$ cat config.mk
export PLATFORM = sky130hd
export DESIGN_NAME = redirect_ctrl
export DESIGN_NICKNAME = d
export VERILOG_FILES = /design/src/rtl/redirect_ctrl.sv
export SDC_FILE = /design/constraint.sdc
export NUM_CORES = 1
export LEC_CHECK = 0
export ABC_AREA = 1
export CORE_MARGIN = 2
export CORE_UTILIZATION = 32
export DETAILED_ROUTE_END_ITERATION = 10
export PLACE_DENSITY = 0.94
export REMOVE_ABC_BUFFERS = 1
export SYNTH_ARGS = -nofsm -noshare
export SYNTH_HDL_FRONTEND = slang
export SYNTH_SLANG_ARGS = --single-unit
$ cat constraint.sdc
create_clock -name clk -period 2.7 [get_ports clk]
set_input_delay 0.27 -clock clk [delete_from_list [all_inputs] [get_ports clk]]
set_output_delay 0.27 -clock clk [all_outputs]
set_load 0.1 [all_outputs]
$ cat src/rtl/redirect_ctrl.sv
// redirect_ctrl: fetch-PC sequencing for EX-stage branch/jump redirects with
// IF/ID and ID/EX squash, pending-target hold while imem is busy, and
// misaligned-target filtering.
// Ports: clk, reset (async, active-low); ex_valid/ex_taken/ex_target from EX;
// fetch_pc_plus4, stall_req, fetch_ready; outputs pc_we/pc_next,
// flush_if_id/flush_id_ex, redirect_pending, misalign_err, stat_redirects,
// stat_wait_cycles.
// Optional: define REDIRECT_STATS_EN to build the redirect/wait counters.
module redirect_ctrl #(
  parameter int PC_W = 9
) (
  input  logic            clk,
  input  logic            reset,
  input  logic            ex_valid,
  input  logic            ex_taken,
  input  logic [31:0]     ex_target,
  input  logic [PC_W-1:0] fetch_pc_plus4,
  input  logic            stall_req,
  input  logic            fetch_ready,
  output logic            pc_we,
  output logic [PC_W-1:0] pc_next,
  output logic            flush_if_id,
  output logic            flush_id_ex,
  output logic            redirect_pending,
  output logic            misalign_err,
  output logic [31:0]     stat_redirects,
  output logic [31:0]     stat_wait_cycles
);
  typedef enum logic [1:0] {RUN, WAIT, SHADOW} state_t;
  state_t state, state_nx;
  logic [PC_W-1:0] target, ex_pc, next_c;
  logic taken, aligned, redir, seq_ok, we_c, fi_c, fe_c, pend_c, unused_hi;
  assign ex_pc     = ex_target[PC_W-1:0];
  assign unused_hi = ^ex_target[31:PC_W];
  assign taken     = ex_valid & ex_taken & (state == RUN);
  assign aligned   = ex_target[1:0] == 2'b00;
  assign redir     = taken & aligned;
  assign seq_ok    = ~stall_req & fetch_ready;
  // A redirect outranks stall_req: the stalled ID instruction is wrong-path.
  always_comb begin
    state_nx = state;
    we_c     = seq_ok;
    next_c   = fetch_pc_plus4;
    fi_c     = 1'b0;
    fe_c     = 1'b0;
    pend_c   = 1'b0;
    case (state)
      RUN: if (redir) begin
        we_c     = fetch_ready;
        next_c   = ex_pc;
        fi_c     = 1'b1;
        fe_c     = 1'b1;
        state_nx = fetch_ready ? SHADOW : WAIT;
      end
      WAIT: begin
        we_c     = fetch_ready;
        next_c   = target;
        fi_c     = 1'b1;
        pend_c   = 1'b1;
        state_nx = fetch_ready ? SHADOW : WAIT;
      end
      SHADOW: state_nx = RUN;
      default: begin
        we_c     = 1'b0;
        state_nx = RUN;
      end
    endcase
  end
  // Combinational outputs are held at zero for as long as reset is low.
  assign pc_we            = reset & we_c;
  assign pc_next          = reset ? next_c : '0;
  assign flush_if_id      = reset & fi_c;
  assign flush_id_ex      = reset & fe_c;
  assign redirect_pending = reset & pend_c;
  always_ff @(posedge clk or negedge reset) begin
    if (!reset) begin
      state        <= RUN;
      target       <= '0;
      misalign_err <= 1'b0;
    end else begin
      state        <= state_nx;
      if (redir & ~fetch_ready) target <= ex_pc;
      misalign_err <= taken & ~aligned;
    end
  end
`ifdef REDIRECT_STATS_EN
  logic redir_wr;
  assign redir_wr = we_c & ((state == WAIT) | redir);
  always_ff @(posedge clk or negedge reset) begin
    if (!reset) begin
      stat_redirects   <= '0;
      stat_wait_cycles <= '0;
    end else begin
      stat_redirects   <= stat_redirects + {31'd0, redir_wr};
      stat_wait_cycles <= stat_wait_cycles + {31'd0, state == WAIT};
    end
  end
`else
  assign stat_redirects   = '0;
  assign stat_wait_cycles = '0;
`endif
endmodule

==> qor.csv, run 1 <==
stage;metric;value;unit
status;outcome;completed;
placed_design;Area after DPL;1560;um^2
final_layout;Finished Core Util;0.405;
global_route;first-pass GRT wire length;3.87;mm
setup_path;critical path launch point type;primary input;
clock_network;clock-pin slew on the worst setup and hold paths;0.05;ns
yosys;top_reg_cell synth;dfrtp_1;
yosys;post-synthesis cell count;173;
sta;Final WS setup;0.578;ns
floorplan;Core Footprint;3940;um^2
setup_path;Critical Path End Type;output port;
final_layout;# diodes;0;
drt;first drt pass iteration count;4;
hold_path;HP Class;in -> async;
placed_design;placed cells;256;
sta;Sum Neg Setup Slack;0;ns
placed_design;worst slack, placed;0.570;ns
setup_path;crit path from;ex_target[0];
clock_network;Resize count post-CTS;0;
pwr;Max VDD drop;0.293;mV
setup_path;Req. time, crit path;2.43;ns
sta;Clock Skews;0.00370;ns
clock_network;CTS tree;yes;
setup_path;Max FO, Critical Path;12;
pwr;PD cells;658;nW/um^2
drt;Routed Antenna Nets;0;
clock_network;clk root buf;clkbuf_8;
clock_network;CTS Hold Bufs;0;
sta;post-route minimum period;2.12;ns
final_layout;layout cells sized above 1;0.134;
drt;via/cell ratio;3.85;
sta;Fmax;471;MHz
yosys;synth warn;0;
setup_path;crit path kind;in -> out;
yosys;#FFs+latches synth;12;
floorplan;die area;4530;um^2
drt;WL/cell;9.48;um
yosys;synthesized cell area;1280;um^2
global_route;largest net degree at the start of global routing;20;
yosys;asr flop ratio synth;1.00;
sta;final hold violations;0;
drt;DRT iter0 DRCs;15;
floorplan;Rows;23;
drt;final WL;2.46;mm
drt;Residual DRC;0;
clock_network;cts bufs inserted;3;
final_layout;Area Overhead vs Synth;24.5;%
global_route;vias in the first global route;858;
sta;Tcrit/Tclk final;0.786;
placed_design;DP Wirelength;2.00;mm
setup_path;FF-to-FF path depth;5;
yosys;Mean Syn Cell Area;7.42;um^2
sta;Slew Limit Fails;0;
setup_path;R2R Path Start;state[0];
sta;RSZ-0062 raised after global routing;false;
floorplan;chip width;67.3;um
final_layout;NumNets Final;258;
global_route;GRT Total Usage;0.116;
pwr;LEAKAGE;0.842;nW
placed_design;GPL Wtd Cong;0.851;
setup_path;Crit path arrival time;1.85;ns
drt;vias;998;
placed_design;port bufs;37;
yosys;post-synth cell types;21;
yosys;register area share after synthesis;0.234;
setup_path;RR Endpoint;target[3];
setup_path;crit path capture;pc_next[8];
clock_network;postcts setup bufs;0;
final_layout;Post-Layout Cell Count;259;
global_route;GRT overflow;0;
yosys;EDFF count, synth;0;
sta;# setup viols final;0;
setup_path;flop2flop setup slack;1.29;ns
clock_network;worst skew pair latency;0.25;ns
clock_network;Longest Clk Path Bufs;2;
floorplan;io pins;125;
run;max cap viols;0;
clock_network;CTS Sinks;12;
final_layout;final instance area;1600;um^2
floorplan;initial core utilization;0.326;
clock_network;CTS HTree Levels;1;
floorplan;die height;67.3;um
global_route;initial antenna violation count;0;
[sequential cells by signal (all words and copies together) (netlist names)]
name / flops
state: 2
misalign_err: 1
target: 9
[placed cells by master, fill, tap and decap left out, types with 2 or more instances in the layout]
cell,instances
nor2_1,8
nand4_1,3
clkdlybuf4s50_1,23
a21oi_1,3
o22ai_1,4
buf_4,3
dfrtp_1,12
clkbuf_8,3
conb_1,64
nand2_2,4
nor2_4,2
o21ai_0,9
nand2_1,29
inv_1,17
buf_12,13
nand3_1,7
[worst max-delay path, stage by stage]
cell             delay, ns
clkdlybuf4s50_1       0.51
nor2_4                0.07
nand3_2               0.08
nand2_1               0.05
inv_1                 0.29
nand2_1               0.09
a21oi_1               0.27
buf_12                0.21
[per-stage QoR]
step / hold WS (ns) / power [mW]
2_1_floorplan: -0.0256 / 0.766
3_3_place_gp: 0.467 / 0.880
3_5_place_dp: 0.486 / 0.886
4_1_cts: 0.399 / 1.05
5_1_grt: 0.437 / 1.09
6_report: 0.384 / 1.05
[metal layers]
layer  global-route usage  routed length (um)
met5                    0                   0
met4               0.0459                  50
met3               0.0433                 302
met2                0.186                1120
met1                0.140                 980
[logic make-up after synthesis]
family / after synthesis / synth area share
DFF: 12 / 0.234
AOI/OAI and AO/OA: 18 / 0.0780
buffers and inverters: 86 / 0.470
and+or+nand+nor: 56 / 0.215
other: 1 / 0.00292
[power breakdown]
group / internal, mW / switching [mW]
registers: 0.214 / 0.0127
clock network: 0.0986 / 0.0696
logic: 0.103 / 0.553
[worst min path at each step]
stage / from / to / slack (ns) / depth (start not counted)
after floorplan: reset / misalign_err / -0.03 / 0
after global placement: target[1] / target[1] / 0.47 / 2
after detailed placement: target[7] / target[7] / 0.49 / 2
after CTS: reset / target[7] / 0.40 / 2
after global routing: reset / target[7] / 0.44 / 2
final: reset / target[7] / 0.38 / 2
[cells in the mapped netlist (2+ instances only)]
library cell,number,area (um^2)
buf_6,3,33.8
inv_1,17,63.8
nor2_1,8,30.0
nand2_1,29,109
nand4_1,3,18.8
buf_4,64,480
o21ai_0,9,45.0
nand3_1,7,35.0
nand2_2,4,25.0
a21oi_1,3,15.0
nor2_4,2,22.5
dfrtp_1,12,300
o22ai_1,4,25.0
[layout make-up]
class                      instances  area, um^2
fill                             391        2340
multi-input combinational        138         617
timing repair buffer              39         513
sequential                        12         300
inverter                          17        63.8
tap                               50        62.6
clock buffer                       3        41.3
Power figures use the tool's default switching activity.
==> inputs of run 2 (changes only) <==
- CORE_UTILIZATION: 32 -> 27
- PLACE_DENSITY: 0.94 -> 0.85
- clock period: 2.7 -> 1.9 ns (I/O delays scaled with it)
==> run 2 against run 1 <==
Effect of this change:
- sequential share of layout area fell by 1.1 points
- critical endpoint is now pc_next[2]
- sequential power rose by 43%
- cell count increased by 4.6%
- clock power up 74%
- via count increased by 3.4%
- power increased by 49%
- highest routed layer unchanged
- setup slack worse by 0.50 ns
- largest power group unchanged
- largest cell class unchanged
==> qor.csv, run 2 (synthesis gave the netlist of run 1 again) <==
stage;metric;value;unit;change
status;outcome;completed;;unchanged
clock_network;CTS tree;yes;;unchanged
final_layout;flip-flop count of the largest register after layout;9;;unchanged
clock_network;CTS Sinks;12;;unchanged
placed_design;DP Wirelength;2.13;mm;was 2.00 mm
floorplan;initial core utilization;0.275;;was 0.326
final_layout;Largest Register;target;;unchanged
drt;via/cell ratio;3.81;;was 3.85
final_layout;biggest regs;target: 9 flops, state: 2 flops, misalign_err: 1 flops;;unchanged
setup_path;Crit path arrival time;1.63;ns;was 1.85 ns
final_layout;most frequent cells in the layout;conb_1, nand2_1, clkdlybuf4s50_1;;unchanged
sta;final hold violations;0;;unchanged
global_route;vias in the first global route;900;;was 858
global_route;GRT overflow;0;;unchanged
final_layout;Area Overhead vs Synth;33.3;%;was 24.5%
sta;Sum Neg Setup Slack;0;ns;unchanged
floorplan;die height;73.0;um;was 67.3 um
drt;DRT iter0 DRCs;26;;was 15
placed_design;GPL Wtd Cong;0.780;;was 0.851
setup_path;flop2flop setup slack;0.54;ns;was 1.29 ns
floorplan;io pins;125;;unchanged
final_layout;# diodes;0;;unchanged
hold_path;HP Class;in -> async;;unchanged
placed_design;port bufs;37;;unchanged
setup_path;Req. time, crit path;1.71;ns;was 2.43 ns
global_route;largest net degree at the start of global routing;20;;unchanged
drt;Routed Antenna Nets;0;;unchanged
sta;# setup viols final;0;;unchanged
drt;final WL;2.64;mm;was 2.46 mm
pwr;LEAKAGE;0.885;nW;was 0.842 nW
sta;Slew Limit Fails;0;;unchanged
final_layout;leading cell type in the layout, fill and taps excluded;conb_1;;unchanged
final_layout;Post-Layout Cell Count;271;;was 259
pwr;PD cells;918;nW/um^2;was 658 nW/um^2
floorplan;Core Footprint;4660;um^2;was 3940 um^2
sta;Clock Skews;0.000276;ns;was 0.00370 ns
drt;Residual DRC;0;;unchanged
floorplan;Rows;25;;was 23
setup_path;Critical Path End Type;output port;;unchanged
placed_design;worst slack, placed;0.0397;ns;was 0.570 ns
run;max cap viols;0;;unchanged
clock_network;Longest Clk Path Bufs;2;;unchanged
global_route;GRT Total Usage;0.0974;;was 0.116
sta;Final WS setup;0.0753;ns;was 0.578 ns
final_layout;Finished Core Util;0.367;;was 0.405
setup_path;Max FO, Critical Path;7;;was 12
clock_network;cts bufs inserted;3;;unchanged
setup_path;RR Endpoint;target[3];;unchanged
clock_network;clk root buf;clkbuf_8;;unchanged
global_route;initial antenna violation count;0;;unchanged
setup_path;critical path launch point type;register;;was primary input
sta;post-route minimum period;1.82;ns;
floorplan;die area;5320;um^2;was 4530 um^2
drt;first drt pass iteration count;4;;unchanged
setup_path;R2R Path Start;state[0];;unchanged
clock_network;CTS HTree Levels;1;;unchanged
clock_network;worst skew pair latency;0.25;ns;about the same
clock_network;CTS Hold Bufs;0;;unchanged
floorplan;chip width;73.0;um;was 67.3 um
drt;vias;1032;;was 998
pwr;Max VDD drop;0.240;mV;was 0.293 mV
placed_design;placed cells;264;;was 256
final_layout;layout cells sized above 1;0.217;;was 0.134
final_layout;NumNets Final;265;;was 258
pwr;Tot Pwr;1.57;mW;was 1.05 mW
clock_network;clock-pin slew on the worst setup and hold paths;0.06;ns;was 0.05 ns
drt;WL/cell;9.73;um;was 9.48 um
setup_path;crit path kind;reg -> out;;was in -> out
final_layout;Fill cells;455;;was 391
setup_path;FF-to-FF path depth;6;;was 5
global_route;first-pass GRT wire length;4.00;mm;was 3.87 mm
sta;Fmax;548;MHz;
sta;Tcrit/Tclk final;0.960;;
## run 2: layout make-up
class,count,area [um^2],area share
clock buffers,4,55.1,0.0322
inverters,17,63.8,0.0373
well taps,54,67.6,0.0395
repair buffers,46,582,0.340
flip-flops and latches,12,303,0.177
multi-input cells,138,641,0.374
## run 2: worst max-delay path by stage
stage          slack [ns]  cells past startpoint  startpoint         end
3_5_place_dp         0.04                      6       reset  pc_next[1]
6_report             0.08                      8    state[0]  pc_next[2]
2_1_floorplan       -2.47                      5    state[1]  pc_next[0]
3_3_place_gp         0.05                      6       reset  pc_next[0]
5_1_grt             -0.01                      7    state[0]  pc_next[6]
4_1_cts              0.03                      8    state[0]  pc_next[6]
## run 2: repair_timing
action                                  CTS  global route
endpoints found under the setup margin    6            10
gates resized for setup                   2            12
setup buffers                             0             3
gates cloned                              0             0
pin swaps                                 0             1
## run 2: report_power, final
part / leakage [nW] / internal [mW] / switching, mW
Clock: 0.0288 / 0.184 / 0.108
Sequential: 0.149 / 0.305 / 0.0191
Combinational: 0.708 / 0.161 / 0.795
Total: 0.885 / 0.649 / 0.922
## run 2: critical path, cell delays in order, from the launching register on
cell and delay, ns:
dfrtp_2 0.46, nor2_4 0.16, nand3_2 0.12, nand2_1 0.09, inv_2 0.07, buf_4 0.16
nand3_1 0.08, nand2_2 0.07, buf_12 0.16
## run 2: per-stage QoR
stage          hold slack, ns  area (um^2)
2_1_floorplan          -0.106          981
3_3_place_gp            0.467         1600
3_5_place_dp            0.477         1600
5_1_grt                 0.315         1710
4_1_cts                 0.307         1660
6_report                0.301         1710
## run 2: layer usage
| layer | track usage | up-vias | wire [um] |
|---|---|---|---|
| met5 | 0 | - | 0 |
| met4 | 0.0288 | 0 | 23 |
| met3 | 0.0470 | 3 | 272 |
| met2 | 0.173 | 62 | 1360 |
| met1 | 0.102 | 471 | 976 |
| li1 | - | 496 | - |
